$ cat src/rtl/alu_arbiter.sv
// alu_arbiter
// Shares one combinational execute-stage ALU between two requesters:
// port 0 (pipeline execute path) and port 1 (branch-resolution path).
// Each accepted operation takes two cycles. In the first cycle the operands
// are captured. In the second cycle they drive the ALU. The registered result
// then appears as a one-cycle pulse on the granted port.
//
// Handshake: a request transfers on the rising edge where reqN_valid and
// reqN_ready are both high. Ready is combinational from valid and state, and
// is never high outside IDLE or while rst is high. The requester holds
// valid/op/a/b stable until it sees ready. Responses have no backpressure:
// rspN_valid pulses for one cycle. rspN_data and rspN_err hold their value
// until the next response to the same port.
//
// Ports:
//   clk, rst                      clock, asynchronous active-high reset
//   reqN_valid/ready/op/a/b       request handshake for port N (N = 0, 1)
//   rspN_valid/data/err           response pulse, result, illegal-op flag
//   alu_op, alu_a, alu_b, alu_out connection to the shared ALU
//   dbg_state                     current FSM state (0 = IDLE, 1 = EXEC)
//
// Configuration macro:
//   ALU_ARB_RR_EN  defined   -> round-robin between ports on contention
//                  undefined -> fixed priority, port 0 always wins
module alu_arbiter #(
    parameter int DATA_W = 32,
    parameter int OP_W   = 5
) (
    input  logic              clk,
    input  logic              rst,
    input  logic              req0_valid,
    output logic              req0_ready,
    input  logic [OP_W-1:0]   req0_op,
    input  logic [DATA_W-1:0] req0_a,
    input  logic [DATA_W-1:0] req0_b,
    output logic              rsp0_valid,
    output logic [DATA_W-1:0] rsp0_data,
    output logic              rsp0_err,
    input  logic              req1_valid,
    output logic              req1_ready,
    input  logic [OP_W-1:0]   req1_op,
    input  logic [DATA_W-1:0] req1_a,
    input  logic [DATA_W-1:0] req1_b,
    output logic              rsp1_valid,
    output logic [DATA_W-1:0] rsp1_data,
    output logic              rsp1_err,
    output logic [OP_W-1:0]   alu_op,
    output logic [DATA_W-1:0] alu_a,
    output logic [DATA_W-1:0] alu_b,
    input  logic [DATA_W-1:0] alu_out,
    output logic [0:0]        dbg_state
);

    localparam logic [0:0] IDLE = 1'b0;
    localparam logic [0:0] EXEC = 1'b1;

    // Opcodes 0..4 are the ALU's legal set (add, sub, and, or, eq-mask).
    localparam logic [OP_W-1:0] LAST_LEGAL_OP = OP_W'(4);

    logic [0:0]        state;
    logic [OP_W-1:0]   op_q;
    logic [DATA_W-1:0] a_q;
    logic [DATA_W-1:0] b_q;
    logic              win_q;     // port that owns the in-flight op
    logic              pick;      // port to grant if anything is valid
    logic              take;      // a handshake happens this cycle
    logic              op_legal;
    logic [DATA_W-1:0] result;

`ifdef ALU_ARB_RR_EN
    logic last_q;                 // port granted most recently

    // On contention, favour the port that was not granted last.
    always_comb begin
        if (req0_valid && req1_valid) begin
            pick = ~last_q;
        end else begin
            pick = ~req0_valid;
        end
    end

    // Resets to port 1 so that port 0 wins the first contention.
    always_ff @(posedge clk or posedge rst) begin
        if (rst) begin
            last_q <= 1'b1;
        end else if (take) begin
            last_q <= pick;
        end
    end
`else
    // Fixed priority: port 1 wins only when port 0 is idle.
    always_comb begin
        pick = ~req0_valid;
    end
`endif

    // rst is included so that ready stays low for the whole reset window.
    // This also covers the instant reset rises in the middle of a cycle.
    assign take       = (state == IDLE) && !rst && (req0_valid || req1_valid);
    assign req0_ready = take && !pick;
    assign req1_ready = take && pick;

    assign op_legal  = (op_q <= LAST_LEGAL_OP);
    assign dbg_state = state;

    // Illegal opcodes leave the ALU idle. Their response carries 0 data.
    always_comb begin
        alu_op = '0;
        alu_a  = '0;
        alu_b  = '0;
        if (state == EXEC && op_legal) begin
            alu_op = op_q;
            alu_a  = a_q;
            alu_b  = b_q;
        end
    end

    assign result = op_legal ? alu_out : '0;

    always_ff @(posedge clk or posedge rst) begin
        if (rst) begin
            state      <= IDLE;
            op_q       <= '0;
            a_q        <= '0;
            b_q        <= '0;
            win_q      <= 1'b0;
            rsp0_valid <= 1'b0;
            rsp0_data  <= '0;
            rsp0_err   <= 1'b0;
            rsp1_valid <= 1'b0;
            rsp1_data  <= '0;
            rsp1_err   <= 1'b0;
        end else begin
            rsp0_valid <= 1'b0;
            rsp1_valid <= 1'b0;
            case (state)
                IDLE: begin
                    if (take) begin
                        op_q  <= pick ? req1_op : req0_op;
                        a_q   <= pick ? req1_a : req0_a;
                        b_q   <= pick ? req1_b : req0_b;
                        win_q <= pick;
                        state <= EXEC;
                    end
                end
                EXEC: begin
                    if (win_q) begin
                        rsp1_valid <= 1'b1;
                        rsp1_data  <= result;
                        rsp1_err   <= ~op_legal;
                    end else begin
                        rsp0_valid <= 1'b1;
                        rsp0_data  <= result;
                        rsp0_err   <= ~op_legal;
                    end
                    state <= IDLE;
                end
                default: state <= IDLE;
            endcase
        end
    end

endmodule

$ cat config.mk
export PLATFORM = sky130hd
export DESIGN_NAME = alu_arbiter
export DESIGN_NICKNAME = d
export VERILOG_FILES = /design/src/rtl/alu_arbiter.sv
export SDC_FILE = /design/constraint.sdc
export NUM_CORES = 1
export LEC_CHECK = 0
export CAP_MARGIN = 20
export CELL_PAD_IN_SITES_DETAIL_PLACEMENT = 1
export CELL_PAD_IN_SITES_GLOBAL_PLACEMENT = 1
export CORE_MARGIN = 1.5
export CORE_UTILIZATION = 40
export DETAILED_ROUTE_END_ITERATION = 7
export DONT_BUFFER_PORTS = 1
export PLACE_DENSITY = 0.76
export SYNTH_ARGS = -nofsm -noshare
export SYNTH_HDL_FRONTEND = slang
export SYNTH_SLANG_ARGS = --single-unit
$ cat constraint.sdc
create_clock -name clk -period 5.9 [get_ports clk]
set_input_delay 1.18 -clock clk [delete_from_list [all_inputs] [get_ports clk]]
set_output_delay 1.18 -clock clk [all_outputs]
set_load 0.1 [all_outputs]
==> results.txt <==
- The clock reaches the later pin of the worst-skew pair after 0.41 ns.
* Smallest setup slack after layout: 1.94 ns
* Number of post-CTS setup repair buffers: 0
- Yosys attributes the largest share of cell area to dfrtp_1, and3_1, a221o_1.
- Sorting the synthesized cells by how often they occur yields dfrtp_1, and3_1, nand2_1, a221o_1, o21ai_0.
- 314 I/O pins were placed.
- Relative area change from synthesis to final layout: 9.19%
- Status: finished clean
- First-pass GRT wire length: 27.7 mm
* Worst-case vdd ir drop: 0.198 mV
- Portion of the clock cycle consumed by the worst path in the final layout: 67.1%
- GRT Overall Usage: between 20% and 30%
- Overall die area: 0.0165 sq mm
* Final TNS setup: 0 ns
* Finished Core Util: 45.0%
- In this run the core area contains 45 standard-cell rows.
* Number of buffers on the longest clock path: 2
* Share of flip-flops with an asynchronous set or reset after synthesis: 100%
- After clock tree synthesis, the clock-pin slew on the worst setup and hold paths is 0.06 ns.
- PwrDens: 561 mW/mm^2
* Clk sink count: 139
- Number of synthesized flops with an enable pin: 0
- Iteration-0 DRC count of the detailed router: around 200
- The largest total area in the synthesized netlist belongs to dfrtp_1.
- The finished layout holds 812 standard cells, fillers aside.
* Floorplan die width: between 100 and 150 microns
- Transition time of the tightest slew-check pin: 1.08 ns
- At the worst endpoint, the arrival time is 2.78 ns.
* Final number of max-transition violations: 0
* Cell area after synthesis: ~0.0063 sq mm
- Yosys synthesis warning count: 0
- Layout net count: 762
- STA classifies the critical path endpoint as an output port.
- Data on the critical path is required at its endpoint by 4.72 ns.
- The via count of the first global-routing pass is 5,129.
* Hold Fails Final Rpt: 0
* Clock tree from TritonCTS: done
- Leakage power: 3.44 nW
- Including well taps, the total number of placed cells is 779.
- Of the cells placed in the final design, the portion with a size suffix greater than 1 is 8.67%.
* Total of flip-flops plus latches after synthesis: 139
- Pin count of the biggest net entering global routing: 94
* Pre-antenna DRT Iters: 4
- Relative slew slack: 27.7%
- Fin crit period: ~4.0 ns
- Max-cap violations in this run came to 0.
- Placement-stage worst setup slack: 2.33 ns
* Most numerous cell in the Yosys netlist: dfrtp_1
- After detailed routing, the average wire length per cell comes to around 23 microns.
* Mean instance size in the synthesized netlist: 10.1 sq um
* FMAX: 252 MHz
* TritonCTS buffer count: 17
- After synthesis, flip-flops and latches occupy 55.1% of the total area.
* RSZ-0062 raised after global routing: no
* Via Count: 4,828
- H-tree levels: 4
- Post-CTS Hold Buffers: 0
- Synthesis instantiated 22 different standard cells from the library.
- The final layout contains routed wiring with a total length of between 15 and 20 mm.
- Total congestion overflow: 0
- Startpoint Class: flop
- The initial antenna violation count came to 2.
- In this run the worst hold path is classified as reg -> reg.
- For this run, design rule violations remaining after detail routing come to 0.
- Endpoints failing setup: 0
- Worst clock skew: 0.00891 ns
* Count of mapped cells out of synthesis: 623
- Proportion of netlist area held by the largest area contributor: 55.1%
- Once the floorplan was initialized, standard cells occupied 41.2% of the core.
- Post-cts gate resize count: 0
* Half-perimeter wire length after placement: about 13 mm
* Die H: roughly 130 microns
- Along the worst path, the maximum fanout reaches just under 70.
- CTS Root Cell: clkbuf_16
- In this run the tool buffered the top-level ports with 0 buffer cells.
* Setup Crit Path Kind: reg -> out
* Vias per cell: 5.95
* Placer Congestion: ~0.8
- The core region is 0.0153 sq mm.
- The detail route stage leaves a number of antenna-violating nets equal to 0.
- Most used flip-flop cell after synthesis: dfrtp_1
-- metal layers --
metal	routed length, microns	GRT usage [%]
met5	21	0
met4	463	8.66
met3	1730	7.86
met2	9280	37.9
met1	7030	24.5
-- flip-flops by register name (all words and copies together), names as in the netlist --
name        cells
a_q            32
b_q            32
rsp0_data      32
rsp1_data      32
op_q            5
dbg_state       1
rsp0_err        1
rsp0_valid      1
rsp1_err        1
rsp1_valid      1
win_q           1
-- critical path, stage by stage, from the launching register on --
cell     delay (ns)
dfrtp_1        0.39
o21ai_1        0.17
and2_2         0.81
and3_1         0.94
-- path summary, 6_finish.rpt --
check / start / endpoint / slack (ns) / cells after the start
worst max-delay path: op_q[0] / alu_b[29] / 1.94 / 3
worst min-delay path: a_q[26] / a_q[26] / 0.51 / 1
worst max register to register: dbg_state / op_q[3] / 2.56 / 5
worst min register to register: a_q[26] / a_q[26] / 0.51 / 1
max in group asynchronous: rst / dbg_state / 3.91 / 2
min in group asynchronous: rst / a_q[3] / 0.78 / 1
-- cells by family (layout without fill, tap and decap cells) --
family / count (synthesis) / in the layout / share of synthesized area, %
other: 1 / 3 / 0.0594
DFF: 139 / 139 / 55.1
and+or+nand+nor: 276 / 276 / 22.3
AOI/OAI and AO/OA: 138 / 138 / 16.5
buffers and inverters: 69 / 45 / 6.04
-- power by group --
part / internal [mW] / switching (mW) / leakage, nW
clock network: 0.611 / 0.399 / 0.275
logic: 0.155 / 0.405 / 1.40
registers: 1.14 / 1.15 / 1.77
total: 1.91 / 1.96 / 3.44
-- layout by cell type, fill, tap and decap left out, types with 2 or more instances in the layout --
master        n
dfrtp_1     138
and3_1      136
nand2_1     132
a221o_1      65
o21ai_0      62
clkbuf_16    17
buf_4         9
o21ai_1       5
a221o_2       4
clkinv_2      4
inv_6         3
clkbuf_8      3
inv_1         2
nor2_1        2
conb_1        2
clkinvlp_4    2
-- per-stage QoR --
step / hold WS [ns] / power (mW) / area (sq um)
6_report: 0.508 / 3.87 / 6900
5_1_grt: 0.526 / 4.02 / 6890
4_1_cts: 0.509 / 3.90 / 6870
3_5_place_dp: 0.492 / 2.88 / 6300
3_3_place_gp: 0.488 / 2.84 / 6300
2_1_floorplan: 0.471 / 2.75 / 6320
-- final cells by class --
| cell class | count | area, sq um |
|---|---|---|
| Fill cell | 1731 | 8420 |
| Sequential cell | 139 | 3480 |
| Multi-Input combinational cell | 416 | 2470 |
| Clock buffer | 21 | 470 |
| Tap cell | 211 | 264 |
| Timing Repair Buffer | 10 | 95.1 |
| Clock inverter | 10 | 91.3 |
| Inverter | 4 | 20.0 |
| Antenna cell | 1 | 2.50 |
(Power assumes the default switching activity.)
